===== config.mk =====
export PLATFORM = sky130hd
export DESIGN_NAME = module_fc_layer
export DESIGN_NICKNAME = d
export VERILOG_FILES = /design/src/rtl/module_fc_layer.sv
export SDC_FILE = /design/constraint.sdc
export NUM_CORES = 1
export LEC_CHECK = 0
export BUFFER_PORTS_ARGS = -buffer_cell sky130_fd_sc_hd__buf_2
export CAP_MARGIN = 20
export CORE_MARGIN = 3
export CORE_UTILIZATION = 57
export DETAILED_ROUTE_END_ITERATION = 6
export MAX_ROUTING_LAYER = met4
export PLACE_DENSITY = 0.73
export SYNTH_ARGS = -nofsm -noshare
export SYNTH_HDL_FRONTEND = slang
export SYNTH_SLANG_ARGS = --single-unit

===== constraint.sdc =====
create_clock -name clk -period 16.7 [get_ports clk]
set_clock_uncertainty 0.1 [all_clocks]
set_input_delay 3.34 -clock clk [delete_from_list [all_inputs] [get_ports clk]]
set_output_delay 3.34 -clock clk [all_outputs]
set_load 0.01 [all_outputs]

===== src/rtl/module_fc_layer.sv =====
// Dense layer fed by module_max_pool. It buffers IN_LEN int8 samples, then evaluates OUT_NUM
// neurons from external weight and bias ROMs. Define FC_RELU_EN to clamp negative outputs to 0.
module module_fc_layer #(
    parameter int IN_LEN  = 16,
    parameter int OUT_NUM = 4,
    parameter int ACC_W   = 32,
    parameter int SHIFT   = 7,
    localparam int W_AW   = (IN_LEN * OUT_NUM > 1) ? $clog2(IN_LEN * OUT_NUM) : 1,
    localparam int B_AW   = (OUT_NUM > 1) ? $clog2(OUT_NUM) : 1
) (
    input  logic                   clk,
    input  logic                   rst_n,
    input  logic                   valid_in,
    input  logic signed [7:0]      din,
    output logic [W_AW-1:0]        w_addr,
    input  logic signed [7:0]      w_data,
    output logic [B_AW-1:0]        b_addr,
    input  logic signed [15:0]     b_data,
    output logic                   busy,
    output logic                   valid_out,
    output logic signed [7:0]      dout,
    output logic [B_AW-1:0]        dout_idx,
    output logic                   err_overflow
);

    localparam int K_W   = (IN_LEN > 1) ? $clog2(IN_LEN) : 1;
    localparam int RND_I = 1 << (SHIFT - 1);

    localparam logic [K_W-1:0]          K_LAST  = K_W'(IN_LEN - 1);
    localparam logic [B_AW-1:0]         N_LAST  = B_AW'(OUT_NUM - 1);
    localparam logic signed [ACC_W-1:0] SAT_MAX = ACC_W'(127);
    localparam logic signed [ACC_W-1:0] SAT_MIN = ACC_W'(-128);

    typedef enum logic [2:0] {
        IDLE,
        LOAD,
        COMPUTE,
        DRAIN,
        OUT
    } state_t;

    state_t state_reg, state_next;

    logic signed [7:0]       buf_mem [0:IN_LEN-1];
    logic signed [7:0]       buf_rd_reg;
    logic [K_W-1:0]          k_reg;
    logic [K_W-1:0]          i_reg;
    logic [B_AW-1:0]         n_reg;
    logic [W_AW-1:0]         w_addr_reg;
    logic signed [ACC_W-1:0] acc_reg;
    logic                    valid_out_reg;
    logic signed [7:0]       dout_reg;
    logic [B_AW-1:0]         dout_idx_reg;
    logic                    err_reg;

    logic                    accept;
    logic signed [15:0]      prod;
    logic signed [ACC_W-1:0] prod_ext;
    logic signed [ACC_W-1:0] bias_ext;
    logic signed [ACC_W-1:0] sum;
    logic signed [ACC_W-1:0] shifted;
    logic signed [7:0]       sat_val;

    assign busy   = (state_reg == COMPUTE) || (state_reg == DRAIN) || (state_reg == OUT);
    assign accept = valid_in && ((state_reg == IDLE) || (state_reg == LOAD));

    // Buffer read is registered: buf[i] lines up with w_data for address i one cycle later.
    assign prod     = buf_rd_reg * w_data;
    assign prod_ext = {{(ACC_W-16){prod[15]}}, prod};
    assign bias_ext = {{(ACC_W-16){b_data[15]}}, b_data};
    assign sum      = acc_reg + bias_ext;
    assign shifted  = (sum + ACC_W'(RND_I)) >>> SHIFT;

    always_comb begin
        sat_val = shifted[7:0];
        if (shifted > SAT_MAX) begin
            sat_val = 8'h7F;
        end else if (shifted < SAT_MIN) begin
            sat_val = 8'h80;
        end
`ifdef FC_RELU_EN
        if (sat_val[7]) begin
            sat_val = 8'h00;
        end
`endif
    end

    always_ff @(posedge clk) begin
        if (!rst_n) begin
            state_reg <= IDLE;
        end else begin
            state_reg <= state_next;
        end
    end

    always_comb begin
        state_next = state_reg;
        case (state_reg)
            IDLE: begin
                if (valid_in) begin
                    state_next = (k_reg == K_LAST) ? COMPUTE : LOAD;
                end
            end
            LOAD: begin
                if (valid_in && (k_reg == K_LAST)) begin
                    state_next = COMPUTE;
                end
            end
            COMPUTE: begin
                if (i_reg == K_LAST) begin
                    state_next = DRAIN;
                end
            end
            DRAIN:   state_next = OUT;
            OUT:     state_next = (n_reg == N_LAST) ? IDLE : COMPUTE;
            default: state_next = IDLE;
        endcase
    end

    always_ff @(posedge clk) begin
        if (accept) begin
            buf_mem[k_reg] <= din;
        end
        buf_rd_reg <= buf_mem[i_reg];
    end

    always_ff @(posedge clk) begin
        if (!rst_n) begin
            k_reg         <= '0;
            i_reg         <= '0;
            n_reg         <= '0;
            w_addr_reg    <= '0;
            acc_reg       <= '0;
            valid_out_reg <= 1'b0;
            dout_reg      <= '0;
            dout_idx_reg  <= '0;
            err_reg       <= 1'b0;
        end else begin
            valid_out_reg <= 1'b0;
            if (valid_in && busy) begin
                err_reg <= 1'b1;
            end
            case (state_reg)
                IDLE, LOAD: begin
                    if (valid_in) begin
                        if (k_reg == K_LAST) begin
                            k_reg      <= '0;
                            i_reg      <= '0;
                            n_reg      <= '0;
                            w_addr_reg <= '0;
                        end else begin
                            k_reg <= k_reg + 1'b1;
                        end
                    end
                end
                COMPUTE: begin
                    if (i_reg == K_LAST) begin
                        i_reg <= '0;
                    end else begin
                        i_reg      <= i_reg + 1'b1;
                        w_addr_reg <= w_addr_reg + 1'b1;
                    end
                    // No product is valid yet on the first address cycle.
                    if (i_reg == '0) begin
                        acc_reg <= '0;
                    end else begin
                        acc_reg <= acc_reg + prod_ext;
                    end
                end
                DRAIN: begin
                    acc_reg <= acc_reg + prod_ext;
                end
                OUT: begin
                    dout_reg      <= sat_val;
                    dout_idx_reg  <= n_reg;
                    valid_out_reg <= 1'b1;
                    if (n_reg != N_LAST) begin
                        n_reg      <= n_reg + 1'b1;
                        i_reg      <= '0;
                        w_addr_reg <= w_addr_reg + 1'b1;
                    end
                end
                default: ;
            endcase
        end
    end

    assign w_addr       = w_addr_reg;
    assign b_addr       = n_reg;
    assign valid_out    = valid_out_reg;
    assign dout         = dout_reg;
    assign dout_idx     = dout_idx_reg;
    assign err_overflow = err_reg;

endmodule


# == Word level (Yosys, flattened, before mapping) ==
# Memories as Yosys holds them, arrays and structs flattened. A register that Yosys moved wholly into a read port is not among the register bits.
# Cells that the tools add are included.
# word_totals
register_bits,63
latchBits,0
mem_bits_rw,128
mem_bits_ro,0
out_inout_bits,21
wordCells,81
n_memories,1
# classes
add_sub_neg,7
multipliers,1
n_div,0
n_lt_le_gt_ge,2
n_eq_ne,15
n_shift,0
mux,28
bitwise,0
reduce_logical,17
# mem_list
memory,depth,word_bits,read_ports,rd_clocked_by_memory_dff,wr,line,rtl
buf_mem,16,8,1,1,1,44,logic signed [7:0] buf_mem [0:IN_LEN-1];
# ops
operator,count
$add A32 B16 Y32,2
$pmux W32 S2,1
$add A32 B8 Y32 const B,1
$mux W32,1
$gt A25 B8 Y1 const B,1
$lt A25 B8 Y1 const B,1
$mux W6,4
$mux W4,5
$pmux W6 S3,1
$mul A8 B8 Y16,1
$mux W8,2
$pmux W3 S5,1
$pmux W4 S3,1
$mux W2,5
$ne A2 B2 Y1 const B,5
$mux W3,3
$add A4 B1 Y4 const B,2
$eq A4 B4 Y1 const B,2
$reduce_and A4 Y1,2
$add A6 B1 Y6 const B,1
$eq A3 B2 Y1 const B,2
$ne A2 B1 Y1 const B,3
$reduce_and A5 Y1,1
$logic_not A4 Y1,1
14 further kinds,21

# == Depth between registers and ports, before layout ==
# Gate-level depths: netlist of run 1.
# depth
depth_word,5
depth_mapped,23
ltp_nobuf,22

# == Worst setup path after synthesis of run 1 ==
# No wires, ideal clock.
# synth_path
kind,input port to flip-flop
startpoint,input w_data[1]
endpoint,register acc_reg[29]
arrival_time_ns,9.397
required_time_ns,16.472
setup_slack_ns,7.075
stages,19
cell_sequence,clkbuf_1 -> and2_1 -> fa_1 -> fa_1 -> fa_1 -> fa_1 -> ha_1 -> ha_1 -> a21o_1 -> a21oi_1 -> o21ai_0 -> a221oi_1 -> o21ai_0 -> o31ai_1 -> a211o_1 -> nand3b_1 -> xor2_1 -> a22oi_1 -> nor2_1
# synth_between
elab_chain_len,4
# synth_rtl
element,line,rtl
"start, declared",16,"input logic signed [7:0] w_data,"
$mul A8 B8 Y16 (*),68,assign prod = buf_rd_reg * w_data;
$add A32 B16 Y32 (*),"167, 171",
$mux W32,164,if (i_reg == '0) begin
$pmux W32 S2 (*),143,case (state_reg)
"end signal, assigned",167,acc_reg <= acc_reg + prod_ext;
"end signal, assigned",171,acc_reg <= acc_reg + prod_ext;
"end, declared",50,logic signed [ACC_W-1:0] acc_reg;
# Every way passes the cells marked *; elsewhere a longest branch is shown, timed or not.
# A chain may end at the register's enable or synchronous reset.

# == Final worst setup path of run 1 ==
# layout_path
startpoint,input w_data[4]
endpoint,register acc_reg[31]
# The elaborated chain is that of the path after synthesis.

==> key figures, run 1 <==
Setup path
  • Worst setup EP type: flip-flop
  • FF-to-FF Start: buf_rd_reg[7]
  • Critical path's most frequent cell: fa_1
  • CP Launch Point: w_data[4]
  • Worst setup SP type: input port
  • Cell Chain, Critical Path: buf_2 > and2_1 > fa_1 > inv_1 > fa_1 > inv_1 > fa_1 > fa_1 > ha_1 > ha_1 > and4_1 > and2_1 > a221oi_1 > o21ai_0 > o31ai_1 > a211o_1 > a31oi_1 > xnor2_1 > a22oi_1 > nor2_1
  • WP data required: approximately 17 ns
  • CP max stage delay: 0.75 ns
  • Critical Path AT: approximately 9.8 ns
  • Max FO, Critical Path: 13
  • Crit path kind: in2reg
  • Crit-path slowest cell: fa_1

Place
  • Routability cong.: 0.8433
  • Post-Place Setup Slack: approximately 6.6 ns
  • Final HPWL DP: about 23 mm
  • Buffers on Ports: 55

Timing
  • Final TNS setup: 0 ns
  • Minimum clock period: approximately 9.6 ns
  • Slew @ Worst Pin: 0.9456 ns
  • Fmax: about 100 MHz
  • Hold_ws: around 0.37 ns
  • Final Cycle Share: between 50% and 60%
  • Setup-failing EPs final: 0
  • Headroom to the max-slew limit: a little under two fifths
  • Setup WS post-layout: slightly above 7 ns
  • Fin. Hold Viols: 0
  • Fin. max-slew vios: 0
  • Unrepaired setup endpoints after global routing: false

Cells and area
  • Layout cells sized above 1: 12.83%
  • Max reg flops: 128
  • Area grow syn2layout: 8.922%
  • Layout Nets: 1,581

Die
  • I/O pin count: 56
  • Starting density of the core: 58.93%
  • DIE WIDTH: about 170 um
  • Row count: 57
  • Die area: around 27,000 um2
  • Die H: approximately 170 um
  • Core area: around 25,000 um2

Routing
  • TritonRoute pass-1 iters: 5
  • Vias/cell: slightly below 6
  • Routed WL per cell: 18.69 um
  • Antenna Nets Post-Route: 0
  • DR DRC count: 0
  • Vias: between 9,000 and 10,000
  • Starting DRT DRC Count: about 560
  • Total detailed-routing wirelength: 30.11 mm

Clock tree
  • TritonCTS clock tree: done
  • CTS HTree Levels: 4
  • Clk_lat worst skew: around 0.44 ns
  • Deepest clock path buffer count: 2
  • CTS resizes: 0
  • Root buf cell: clkbuf_16
  • Clk sinks: 199
  • Post-CTS setup buffers: 0
  • Total CTS buffers: 17
  • Clk slew on worst S/H paths: 0.09 ns
  • Hold-fix buffers, CTS: 0

Power and ir drop
  • Leak: ~6.8 nW
  • Power, Total: between 2 and 3 mW
  • Maximum VDD drop: between 100 and 150 uV
  • Power Density: about 180 nW/um2

Global routing
  • Total GRT Usage: a little under a quarter
  • Initial antenna violation count: 0
  • Busiest grt layer: met2
  • Vias in the first global route: approximately 10,000
  • Pin count of the biggest net entering global routing: 47
  • Total gr overflow: 0
  • First-pass GRT wire length: between 50 and 60 mm
  • Grt met1 use: a little over 30%
  • M2 GR Usage: 39.79%
  • Met3 Use GR: under 10%

Logic synthesis
  • Largest cells by area after synthesis: edfxtp_1 26%, fa_1 19%, ha_1 12%, dfxtp_1 9.8%, mux4_2 6.2%
  • Yosys top cell by area: edfxtp_1
  • Synth unique cells: 69
  • Register area share after synthesis: between 30% and 40%
  • Post-synth EDFFs: 128
  • Synth warnings: 0
  • Mean post-synth cell area: 11.92 um2
  • Count leader, synth: ha_1
  • Cells after synthesis: ~1,200
  • Synth Register Bits: between 150 and 200
  • Post-Syn Area: about 15,000 um2
  • Main synth FF type: edfxtp_1
  • Synth top cells by count: 137 x ha_1, 136 x fa_1, 128 x edfxtp_1
  • Syn nets: between 1,500 and 2,000
  • Ys async rst share: 0%
  • Post-synth top area share: a little over a quarter

Worst hold path
  • Hold WC Path Type: reg2reg
  • Min-delay src: dout_idx[1]

Run status
  • Run status: finished, final reports clean

Job
  • # Max-Cap Violations: 0
==> power by group <==
group / internal, mW / total, mW / switching, mW
clock: 0.212 / 0.441 / 0.229
sequential: 0.539 / 0.562 / 0.0228
combinational: 0.835 / 1.86 / 1.03
==> final cells by class <==
type,instances,area (um2)
Antenna cell,1,2.502
Multi-Input combinational cell,870,8713
Timing Repair Buffer,66,361.6
Fill cell,1904,8836
Tap cell,324,405.4
Sequential cell,199,5266
Clock buffer,17,425.4
Clock inverter,15,219.0
Inverter,119,446.7
==> final timing paths <==
path                      end  slack [ns]  depth (start not counted)
setup / recovery  acc_reg[31]        7.10                         20
setup reg to reg  acc_reg[31]        9.67                         20
hold / removal    dout_idx[1]        0.37                          2
hold reg to reg   dout_idx[1]        0.37                          2
==> stage by stage <==
| stage | area, um2 | std cells | util (%) |
|---|---|---|---|
| floorplan | 14540 | 1220 | - |
| finish | 15840 | 1611 | 64.19 |
| detailed placement | 15180 | 1577 | 61.53 |
| global route | 15840 | 1610 | 64.18 |
| global placement | 15180 | 1577 | 61.53 |
| CTS | 15830 | 1609 | 64.14 |
==> routing by layer <==
| layer | part of all wire, % | up-vias |
|---|---|---|
| met4 | 1.6 | 0 |
| li1 | - | 4452 |
| met2 | 51 | 174 |
| met5 | 0 | - |
| met1 | 44 | 4712 |
| met3 | 3.1 | 38 |
==> cells in the final DEF, fill, tap and decap left out, types with 10 or more instances in the layout <==
cell       Yosys  layout
a21o_1        26      26
inv_1        117     117
a22oi_1       33      33
clkbuf_16      0      17
buf_4          0      10
a21oi_1       60      60
nand3_1       16      16
nand4_1       10      10
o21a_1        10      10
nor3_1        17      17
mux4_2        40      40
buf_2          1      55
o21ai_0       33      33
xnor2_1       37      37
fa_1         136     136
edfxtp_1     128     128
ha_1         137     137
and2_1        36      35
dfxtp_1       71      70
nor2_1        89      88
xor2_1        18      18
nand2_1       66      66
==> cells by family (layout without fill, tap and decap cells) <==
kind of cell    Yosys count  after routing  share of synthesized area, %
fa+ha+maj               273            273                         30.51
flops                   199            199                         36.20
compound gates          216            216                         10.26
mux                      40             40                         6.195
buf+inv                 151            217                         3.906
other cells               0              1                             0
xor+xnor                 55             55                         3.312
simple gates            286            286                         9.619
==> worst max-delay path, delay by kind of cell <==
kind                       cells  cell delay [ns]
adders and majority gates      6             3.15
AOI/OAI and AO/OA              6             1.76
buffers and inverters          3             0.77
and+or+nand+nor                4             0.62
xor gates and xnor gates       1             0.13
Note: power is estimated with default switching activity, not from simulation.
==> inputs of run 2 (changes only) <==
--- a/config.mk
+++ b/config.mk
@@ -11,7 +11,7 @@
 export CORE_UTILIZATION = 57
 export DETAILED_ROUTE_END_ITERATION = 6
 export MAX_ROUTING_LAYER = met4
-export PLACE_DENSITY = 0.73
+export PLACE_DENSITY = 0.76
 export SYNTH_ARGS = -nofsm -noshare
 export SYNTH_HDL_FRONTEND = slang
 export SYNTH_SLANG_ARGS = --single-unit
==> constraint.sdc (replaced) <==
create_clock -name clk -period 8.12 [get_ports clk]
set_clock_uncertainty 0.1 [all_clocks]
set_input_delay 1.624 -clock clk [delete_from_list [all_inputs] [get_ports clk]]
set_output_delay 1.624 -clock clk [all_outputs]
set_load 0.01 [all_outputs]
==> run 2 against run 1 <==
Global-route usage grew 0.51 points. First-iteration DRC count rose by 9.7%. Cell area increased by 0.11%. Critical endpoint unchanged. Setup slack lost 6.5 ns. Largest power group unchanged. Die area did not move.
==> key figures, run 2 (synthesis results as in run 1) <==
Run status
  • Run status: finished, final reports clean (unchanged)

Job
  • # Max-Cap Violations: 0 (unchanged)

Clock tree
  • Root buf cell: clkbuf_16 (unchanged)
  • Post-CTS setup buffers: 0 (unchanged)
  • Hold-fix buffers, CTS: 0 (unchanged)
  • CTS resizes: 0 (unchanged)
  • Deepest clock path buffer count: 2 (unchanged)
  • TritonCTS clock tree: done (unchanged)
  • CTS HTree Levels: 4 (unchanged)
  • Clk_lat worst skew: 0.44 ns (about the same)
  • Total CTS buffers: 17 (unchanged)
  • Clk slew on worst S/H paths: 0.09 ns (about the same)
  • Clk sinks: 199 (unchanged)

Routing
  • Antenna Nets Post-Route: 0 (unchanged)
  • Vias: 9,505 (was 9,376)
  • TritonRoute pass-1 iters: 5 (unchanged)
  • Total detailed-routing wirelength: 30.72 mm (was 30.11 mm)
  • Met3 WL: 1.537 mm (was 930 um)
  • DR top layer: met4 (unchanged)
  • Vias/cell: 5.893 (was 5.820)
  • M1 WL: 12.97 mm (was 13.29 mm)
  • DR DRC count: 0 (unchanged)
  • Starting DRT DRC Count: 613 (was 559)
  • Routed WL per cell: 19.04 um (was 18.69 um)
  • Met2 WL: 15.63 mm (was 15.40 mm)

Cells and area
  • Final instance area: 15,860 um2 (was 15,840 um2)
  • Layout cells sized above 1: 13.03% (was 12.83%)
  • Final core utilization: 64.26% (was 64.19%)
  • # diodes: 0 (was 1)
  • Reg area: 5266 um2 (unchanged)
  • Footprint of the multi-input gates: 8713 um2 (unchanged)
  • Area grow syn2layout: 9.042% (was 8.922%)
  • Max reg flops: 128 (unchanged)
  • Most frequent cells in the layout: 137 x ha_1, 136 x fa_1, 128 x edfxtp_1 (unchanged)
  • Post-Layout Cell Count: 1,613 (was 1,611)
  • Layout Nets: 1,584 (was 1,581)
  • Leading cell type in the layout, fill and taps excluded: ha_1 (unchanged)
  • # fillers: 1,909 (was 1,904)

Die
  • DIE WIDTH: 165.7 um (unchanged)
  • Row count: 57 (unchanged)
  • Core area: 24,680 um2 (unchanged)
  • Die H: 165.7 um (unchanged)
  • Starting density of the core: 58.93% (unchanged)
  • Die area: 27,470 um2 (unchanged)
  • I/O pin count: 56 (unchanged)

Power and ir drop
  • Power, Total: 5.893 mW (was 2.863 mW)
  • Maximum VDD drop: 227.7 uV (was 105.8 uV)
  • Power Density: 371.6 nW/um2 (was 180.7 nW/um2)
  • Leak: 6.850 nW (was 6.831 nW)

Setup path
  • Critical path's most frequent cell: fa_1 (unchanged)
  • Crit-path slowest cell: fa_1 (unchanged)
  • Cell Chain, Critical Path: buf_2 > and2_1 > fa_1 > inv_1 > fa_1 > inv_1 > fa_1 > fa_1 > ha_1 > ha_1 > and4_1 > and2_1 > a221oi_1 > o21ai_0 > o31ai_1 > a211o_1 > a31oi_1 > xnor2_1 > a22oi_1 > nor2_1 (unchanged)
  • FF-to-FF Start: buf_rd_reg[7] (unchanged)
  • Worst setup EP type: flip-flop (unchanged)
  • CP Launch Point: w_data[4] (unchanged)
  • Worst setup SP type: input port (unchanged)
  • Max FO, Critical Path: 8 (was 13)
  • Critical Path AT: 7.72 ns (was 9.79 ns)
  • WP data required: 8.31 ns (was 16.89 ns)
  • Crit path kind: in2reg (unchanged)
  • CP max stage delay: 0.73 ns (was 0.75 ns)

Global routing
  • Vias in the first global route: 10,050 (was 10,130)
  • Pin count of the biggest net entering global routing: 47 (unchanged)
  • Total gr overflow: 0 (unchanged)
  • Total GRT Usage: 24.06% (was 23.55%)
  • Initial antenna violation count: 0 (unchanged)
  • First-pass GRT wire length: 51.90 mm (was 51.09 mm)

Timing
  • Final Cycle Share: 92.72%
  • Final TNS setup: 0 ns (unchanged)
  • Setup WS post-layout: 0.5907 ns (was 7.098 ns)
  • Fin. Hold Viols: 0 (unchanged)
  • Setup-failing EPs final: 0 (unchanged)
  • Fin. max-slew vios: 0 (unchanged)
  • Minimum clock period: roughly 7.5 ns
  • Slew @ Worst Pin: 1.026 ns (was 0.9456 ns)
  • Headroom to the max-slew limit: 31.36% (was 36.82%)
  • Fmax: between 100 and 150 MHz
  • Hold_ws: 0.3660 ns (was 0.3701 ns)
  • Unrepaired setup endpoints after global routing: false (unchanged)

Place
  • Routability cong.: 0.8829 (was 0.8433)
  • Placed inst area: 15,210 um2 (was 15,180 um2)
  • DP Cell Count: 1,581 (was 1,577)
  • Post-Place Setup Slack: 0.1851 ns (was 6.584 ns)
  • Buffers on Ports: 55 (unchanged)
  • Final HPWL DP: 23.51 mm (was 23.07 mm)

Worst hold path
  • Hold WC Path Type: reg2reg (unchanged)
  • Min-delay src: dout_idx[0] (was dout_idx[1])
==> run 2: final timing paths <==
kind / endpoint / slack (ns) / depth (start not counted)
setup / recovery: acc_reg[31] / 0.59 / 20
setup reg to reg: acc_reg[31] / 1.42 / 20
hold reg to reg: dout_idx[0] / 0.37 / 2
hold / removal: dout_idx[0] / 0.37 / 2
==> run 2: cell type report <==
| class | instances | share of cell area [%] |
|---|---|---|
| timing repair buffer | 69 | 2.399 |
| sequential | 199 | 33.21 |
| clock buffer | 17 | 2.683 |
| multi-input combinational | 870 | 54.95 |
| inverter | 119 | 2.817 |
| clock inverter | 15 | 1.389 |
| tap | 324 | 2.556 |
==> run 2: metal layers <==
metal / vias up / GRT usage (%)
met5: - / -
met2: 253 / 39.74
met4: 0 / 6.510
met1: 4748 / 31.26
li1: 4461 / -
met3: 43 / 4.070
==> run 2: critical path, delay by kind of cell <==
kind                     cells  cell delay [ns]
adder cells (fa/ha/maj)      6             3.01
AO/OA/AOI/OAI                6             1.84
AND/OR/NAND/NOR              4             0.64
buffers and inverters        3             0.45
XOR/XNOR                     1             0.14
==> run 2: power breakdown <==
| part | switching (mW) | total (mW) | leakage, nW | internal [mW] |
|---|---|---|---|---|
| sequential | 0.0465 | 1.15 | 1.73 | 1.11 |
| combinational | 2.09 | 3.82 | 4.81 | 1.73 |
| clock | 0.476 | 0.916 | 0.311 | 0.440 |
